<file path="config.mk">
export PLATFORM = sky130hd
export DESIGN_NAME = paddle_ctrl
export DESIGN_NICKNAME = d
export VERILOG_FILES = /design/src/rtl/pong_pkg.sv /design/src/rtl/btn_debounce.sv /design/src/rtl/paddle_ctrl.sv
export SDC_FILE = /design/constraint.sdc
export NUM_CORES = 1
export LEC_CHECK = 0
export ABC_AREA = 1
export CAP_MARGIN = 10
export CELL_PAD_IN_SITES_DETAIL_PLACEMENT = 1
export CELL_PAD_IN_SITES_GLOBAL_PLACEMENT = 2
export CORE_MARGIN = 1.5
export CORE_UTILIZATION = 37
export CTS_CLUSTER_DIAMETER = 50
export DETAILED_ROUTE_END_ITERATION = 10
export GPL_ROUTABILITY_DRIVEN = 0
export PLACE_DENSITY_LB_ADDON = 0.15
export SYNTH_ARGS = -nofsm -noshare
export SYNTH_HDL_FRONTEND = slang
export SYNTH_SLANG_ARGS = --single-unit
export TNS_END_PERCENT = 1
</file>
<file path="constraint.sdc">
create_clock -name clk -period 4.1 [get_ports clk]
set_clock_uncertainty 0.1 [all_clocks]
set_input_delay 0.615 -clock clk [delete_from_list [all_inputs] [get_ports clk]]
set_output_delay 0.615 -clock clk [all_outputs]
set_load 0.01 [all_outputs]
</file>
<file path="src/rtl/pong_pkg.sv">
// Shared Pong definitions: screen geometry, paddle FSM states and button decode.
package pong_pkg;

  localparam int Y_W      = 10;
  localparam int SCREEN_H = 480;
  localparam int PADDLE_H = 64;

  typedef enum logic [1:0] {
    IDLE = 2'd0,
    UP   = 2'd1,
    DOWN = 2'd2,
    BOTH = 2'd3
  } paddle_state_t;

  function automatic paddle_state_t decode_buttons(input logic up, input logic down);
    case ({up, down})
      2'b10:   return UP;
      2'b01:   return DOWN;
      2'b11:   return BOTH;
      default: return IDLE;
    endcase
  endfunction

endpackage

</file>
<file path="src/rtl/btn_debounce.sv">
// Two-flop synchronizer followed by a counting debouncer for one raw push button.
module btn_debounce #(
  parameter int DEBOUNCE_CYCLES = 16
) (
  input  logic clk,
  input  logic rst,
  input  logic raw,
  output logic level
);

  localparam int CW = $clog2(DEBOUNCE_CYCLES + 1);

  logic          meta;
  logic          sync;
  logic [CW-1:0] cnt;

  // The level only flips once the synchronized input has disagreed with it
  // for DEBOUNCE_CYCLES edges in a row; any agreeing cycle restarts the count.
  always_ff @(posedge clk or negedge rst) begin
    if (!rst) begin
      meta  <= 1'b0;
      sync  <= 1'b0;
      cnt   <= '0;
      level <= 1'b0;
    end else begin
      meta <= raw;
      sync <= meta;
      if (sync == level) begin
        cnt <= '0;
      end else if (cnt == CW'(DEBOUNCE_CYCLES - 1)) begin
        level <= sync;
        cnt   <= '0;
      end else begin
        cnt <= cnt + CW'(1);
      end
    end
  end

endmodule

</file>
<file path="src/rtl/paddle_ctrl.sv">
// Paddle controller: debounced up/down buttons drive a per-frame paddle move
// with clamping at the screen edges and step doubling after sustained motion.
module paddle_ctrl #(
  parameter int DEBOUNCE_CYCLES = 16,
  parameter int Y_W             = pong_pkg::Y_W,
  parameter int SCREEN_H        = pong_pkg::SCREEN_H,
  parameter int PADDLE_H        = pong_pkg::PADDLE_H,
  parameter int STEP            = 4,
  parameter int ACCEL_FRAMES    = 8
) (
  input  logic           clk,
  input  logic           rst,
  input  logic           but_up,
  input  logic           but_down,
  input  logic           frame_tick,
  output logic [Y_W-1:0] paddle_y,
  output logic           up_db,
  output logic           down_db,
  output logic           moving
);

  import pong_pkg::paddle_state_t;
  import pong_pkg::IDLE;
  import pong_pkg::UP;
  import pong_pkg::DOWN;
  import pong_pkg::decode_buttons;

  localparam int             AW      = $clog2(ACCEL_FRAMES + 1);
  localparam logic [Y_W:0]   Y_MAX   = (Y_W + 1)'(SCREEN_H - PADDLE_H);
  localparam logic [Y_W-1:0] Y_RESET = Y_W'((SCREEN_H - PADDLE_H) / 2);

  paddle_state_t  state;
  paddle_state_t  state_nxt;
  logic [AW-1:0]  accel;
  logic [Y_W:0]   step;
  logic [Y_W:0]   y_ext;
  logic [Y_W-1:0] y_next;

  btn_debounce #(.DEBOUNCE_CYCLES(DEBOUNCE_CYCLES)) u_db_up (
    .clk   (clk),
    .rst   (rst),
    .raw   (but_up),
    .level (up_db)
  );

  btn_debounce #(.DEBOUNCE_CYCLES(DEBOUNCE_CYCLES)) u_db_down (
    .clk   (clk),
    .rst   (rst),
    .raw   (but_down),
    .level (down_db)
  );

  // One extra bit of headroom so neither the subtract nor the add can wrap.
  always_comb begin
    state_nxt = decode_buttons(up_db, down_db);
    step      = (accel == AW'(ACCEL_FRAMES)) ? (Y_W + 1)'(2 * STEP) : (Y_W + 1)'(STEP);
    y_ext     = {1'b0, paddle_y};
    y_next    = paddle_y;
    case (state)
      UP: begin
        if (y_ext < step) y_next = '0;
        else              y_next = Y_W'(y_ext - step);
      end
      DOWN: begin
        if (y_ext + step > Y_MAX) y_next = Y_W'(Y_MAX);
        else                      y_next = Y_W'(y_ext + step);
      end
      default: y_next = paddle_y;
    endcase
  end

  // A move uses the state held during the tick cycle, so a state change on the
  // same edge only affects the following frame; clearing accel wins over counting.
  always_ff @(posedge clk or negedge rst) begin
    if (!rst) begin
      state    <= IDLE;
      moving   <= 1'b0;
      accel    <= '0;
      paddle_y <= Y_RESET;
    end else begin
      state  <= state_nxt;
      moving <= (state_nxt == UP) || (state_nxt == DOWN);
      if (frame_tick) paddle_y <= y_next;
      if (state_nxt != state) begin
        accel <= '0;
      end else if (frame_tick && ((state == UP) || (state == DOWN)) &&
                   (accel != AW'(ACCEL_FRAMES))) begin
        accel <= accel + AW'(1);
      end
    end
  end

endmodule

</file>
# Word level (Yosys, flattened, before mapping)
# Index checks and enable logic that the tools add are counted.
# word_totals
in_bits	5
reg_bits	33
out_inout_bits	13
# classes
n_lt_le_gt_ge	2
reduce_logical	9
bitwise_logic	2
n_eq_ne	14
muxes	11
n_addsub	5
# op_table
operator	n
10-bit two-way mux	2
5-bit two-way mux	4
10-bit one-hot mux with 2 select lines	1
4-bit two-way mux	3
10-bit by 4-bit adder with 11-bit output	1
11-bit by 9-bit greater-than comparator with 1-bit output (second input constant)	1
5-bit by 1-bit adder with 5-bit output (second input constant)	2
5-bit by 4-bit == test with 1-bit output (second input constant)	2
10-bit by 4-bit less-than comparator with 1-bit output	1
10-bit by 4-bit subtractor with 10-bit output	1
2-bit == test (second input constant)	4
2-bit by 1-bit == test with 1-bit output (second input constant)	3
2-bit one-hot mux with 3 select lines	1
2-bit AND reduction	3
4-bit by 1-bit adder with 4-bit output (second input constant)	1
4-bit == test (second input constant)	1
4-bit != test (second input constant)	1
2-bit nonzero test	2
1-bit == test	2
1-bit logical AND	2
1-bit logical OR	2
2-bit != test	1
1-bit inverter	2

# Depth between registers and ports, before layout
# depth
depth_word	6
depth_mapped	17
depth_no_buf	17

# Cells and area by module
# From an unflattened synthesis, not the netlist that was laid out.
# hier_totals
cells_unflattened	262
area_unflattened_um2	2028.2
# by_module_without_submodules
module	seq_area_each_um2	cells_per_inst	n_inst	area_per_inst_um2
paddle_ctrl	379.1	192	1	1382.6
btn_debounce	200.2	35	2	322.8

# Worst setup path before layout
# Ideal clock, no wire load.
# synth_timing
path_type	reg2reg
startpoint	reg accel[0]
endpoint	reg paddle_y[3]
arrival_ns	2.172
setup_slack_ns	1.704
n_path_buf	0
t_required_ns	3.877
path_stages_with_launch	13
cell_sequence	dfrtp_1 -> inv_1 -> ha_1 -> nand3_1 -> ha_1 -> inv_1 -> fa_1 -> nor2_1 -> nand4_1 -> o21bai_1 -> nand2_1 -> o21ai_0 -> a21oi_1
# synth_between
elab_chain_len	6
# synth_rtl
item	line	text
start: declaration	paddle_ctrl.sv:34	logic [AW-1:0] accel;
start signal: assignment	paddle_ctrl.sv:88	accel <= accel + AW'(1);
4-bit == test *	paddle_ctrl.sv:56	step = (accel == AW'(ACCEL_FRAMES)) ? (Y_W + 1)'(2 * STEP) : (Y_W + 1)'(STEP);
4-bit two-way mux *	paddle_ctrl.sv:56	
10-bit by 4-bit adder with 11-bit output	paddle_ctrl.sv:66	else y_next = Y_W'(y_ext + step);
11-bit by 9-bit greater-than comparator with 1-bit output	paddle_ctrl.sv:65	if (y_ext + step > Y_MAX) y_next = Y_W'(Y_MAX);
10-bit two-way mux	paddle_ctrl.sv:65	
10-bit one-hot mux with 2 select lines *	paddle_ctrl.sv:59	case (state)
end signal: assignment	paddle_ctrl.sv:83	if (frame_tick) paddle_y <= y_next;
end: declaration	paddle_ctrl.sv:16	output logic [Y_W-1:0] paddle_y,
# Mark *: on every way between the ends. The rest lies on a longest branch, timed or not.
# A chain may end at the register's enable or synchronous reset.

# Worst setup path in the final report
# layout_timing
startpoint	reg accel[1]
endpoint	reg paddle_y[3]
# The elaborated chain is that of the path after synthesis.

==> flow_summary.json <==
{
  "ys.warnings.count": 0,
  "multi_input_area_um2": 928.4,
  "regToRegSetupSlack_ns": 1.28,
  "setup_violations": 0,
  "firstDrtPassIters": 4,
  "synth_cell_types": 31,
  "core_um2": 4786,
  "grt_pass1_vias": 1528,
  "p_leak_nw": 1.055,
  "nFillCells": 608,
  "syn_area_um2": 1871,
  "yosysTopAreaCell": "dfrtp_1",
  "ys_seq_elements": 31,
  "outcome": "complete, no violations",
  "clk_path_buf_depth": 2,
  "dieWidth_um": 74.10,
  "ctsHoldBuffers": 0,
  "synth_top_area_share": 0.3746,
  "drc": 0,
  "syn_avg_cell_area_um2": 8.277,
  "drt_iter0_drc": 40,
  "drtAntennaViolNets": 0,
  "maxSlewHeadroom": 0.6169,
  "std_cell_rows": 25,
  "reg2reg_depth": 12,
  "async_flop_share": 1.000,
  "maxCapViolCount": 0,
  "io_buffers": 15,
  "slew_viol_final": 0,
  "irDropWorstVdd_mv": 0.1746,
  "worst_pin_slew_ns": 0.5686,
  "htreeDepth": 2,
  "clock_latency_ns": 0.28,
  "die_y_um": 74.10,
  "critical_path.reg2reg.endpoint": "paddle_y[3]",
  "synth_area_leaders": "dfrtp_1, ha_1, nand2_1",
  "final_nets": 266,
  "post-route-period-util": 0.6876,
  "endpoint_kind": "flop",
  "hold_viol_final": 0,
  "grt_max_degree": 32,
  "whs_path_depth": 0,
  "synth_most_common_cell": "nand2_1",
  "rsz0062_at_grt": "false",
  "cts_sinks": 31,
  "design_area_um2": 2165,
  "hp-class": "flop to flop",
  "die-area_um2": 5491,
  "diodes": 0,
  "path_class": "flop to flop",
  "holdPathEnd": "u_db_up.sync",
  "cts_resized": 0,
  "hold_path.startpoint": "u_db_up.meta",
  "syn2layout_area_growth_pct": 15.72,
  "max_freq_mhz": 354.7,
  "yosysSeqAreaShare": 0.4167,
  "regArea_um2": 779.5,
  "synth_flop_cell": "dfrtp_1",
  "vias_per_cell": 4.748,
  "grt_usage": 0.1660,
  "placed_cell_area_um2": 2085,
  "start_kind": "flop",
  "drive_gt1_frac": 0.08943,
  "path_max_fanout": 7,
  "drt-total-wl_um": 3903,
  "cts_setup_buffers": 0,
  "synthCells": 226,
  "grt_pass1_wl_um": 6906,
  "synth_common_cells": "nand2_1, inv_1, nor2_1",
  "finalSetupTns_ns": 0,
  "r2r-start": "accel[1]",
  "grt_overflow_total": 0,
  "cts_root_buf": "clkbuf_8",
  "synth-edff-count": 0,
  "initial_core_util": 0.3908,
  "cts_made_buffers": 5,
  "hpwlAfterDp_um": 2958,
  "arrival_ns": 2.88,
  "vias": 1486,
  "cellPowerDensity_nw_per_um2": 298.6,
  "wire_per_inst_um": 12.47,
  "io_pins": 18,
  "required_ns": 4.16,
  "clk_pin_slew_worst_paths_ns": 0.06,
  "cts_tree": "done",
  "fin_util": 0.4523,
  "antenna_found_initial": 0,
  "min_period_ns": 2.819
}
[layout make-up]
type,instances,share of cell area
timing repair buffer,16,0.07283
tap,67,0.03873
sequential,31,0.3601
inverter,36,0.06243
multi-input combinational,155,0.4289
clock buffer,8,0.03699
[kinds of logic (layout without fill, tap and decap cells)]
group / count (synthesis) / after routing / share of synthesized area
xor gates and xnor gates: 9 / 9 / 0.04214
and+or+nand+nor: 106 / 106 / 0.2609
other: 1 / 2 / 0.002005
adders and majority gates: 16 / 16 / 0.1151
DFF: 31 / 31 / 0.4167
buffers and inverters: 41 / 60 / 0.08896
AOI/OAI and AO/OA: 22 / 22 / 0.07426
[state kept, by name, indices dropped and copies added, names as in the netlist]
signal           flops
paddle_y             8
u_db_down.cnt        5
u_db_up.cnt          5
accel                4
state                2
moving               1
u_db_down.level      1
u_db_down.meta       1
u_db_down.sync       1
u_db_up.level        1
u_db_up.meta         1
u_db_up.sync         1
[report_power, final]
part	total, mW	internal, mW	leakage, nW	switching, mW
clock	0.226	0.120	0.0395	0.105
sequential	0.330	0.319	0.390	0.0116
combinational	0.0903	0.0354	0.626	0.0548
total	0.646	0.474	1.06	0.172
[routing by layer]
layer / up-vias / global-route usage / wire length, um / share of wire
li1: 748 / - / - / -
met1: 715 / 0.2187 / 1945 / 0.50
met2: 19 / 0.2708 / 1815 / 0.47
met3: 4 / 0.03252 / 100 / 0.026
met4: 0 / 0.06173 / 41 / 0.011
met5: - / 0 / 0 / 0
[worst max-delay path: stages, from the launching register on]
cell	delay, ns
dfrtp_1	0.40
inv_1	0.06
ha_1	0.17
nand3_1	0.26
ha_1	0.22
inv_1	0.06
fa_1	0.41
nor2_1	0.17
nand4_1	0.16
o21bai_1	0.25
nand2_1	0.23
o21ai_0	0.14
a21oi_1	0.09
[metrics by stage]
step                      hold slack [ns]  total power, mW  setup slack [ns]  instances
after global routing               0.2753           0.6843             1.039        313
after detailed placement           0.2410           0.4272             1.265        305
after global placement             0.2382           0.4268             1.292        305
after floorplan                    0.2194           0.3941             1.704        227
after CTS                          0.2596           0.6590             1.260        313
final                              0.2540           0.6464             1.281        313
[worst max path at each step]
stage             start     endpoint  slack [ns]  cells after the start
2_1_floorplan  accel[0]  paddle_y[3]        1.70                     12
4_1_cts        accel[1]  paddle_y[3]        1.26                     12
3_5_place_dp   accel[1]  paddle_y[3]        1.26                     12
3_3_place_gp   accel[0]  paddle_y[3]        1.29                     12
5_1_grt        accel[0]  paddle_y[3]        1.04                     12
6_report       accel[1]  paddle_y[3]        1.28                     12
[placed cells by master (no fill, tap or decap), types with 3 or more instances in the layout]
cell type / n
a21oi_1: 9
clkbuf_1: 3
clkbuf_8: 5
clkdlybuf4s50_1: 15
dfrtp_1: 28
dfstp_2: 3
ha_1: 14
inv_1: 36
nand2_1: 39
nand2_2: 5
nand3_1: 15
nand4_1: 5
nor2_1: 31
nor3_1: 4
o21ai_0: 6
xor2_1: 7
Note: power is estimated with default switching activity, not from simulation.
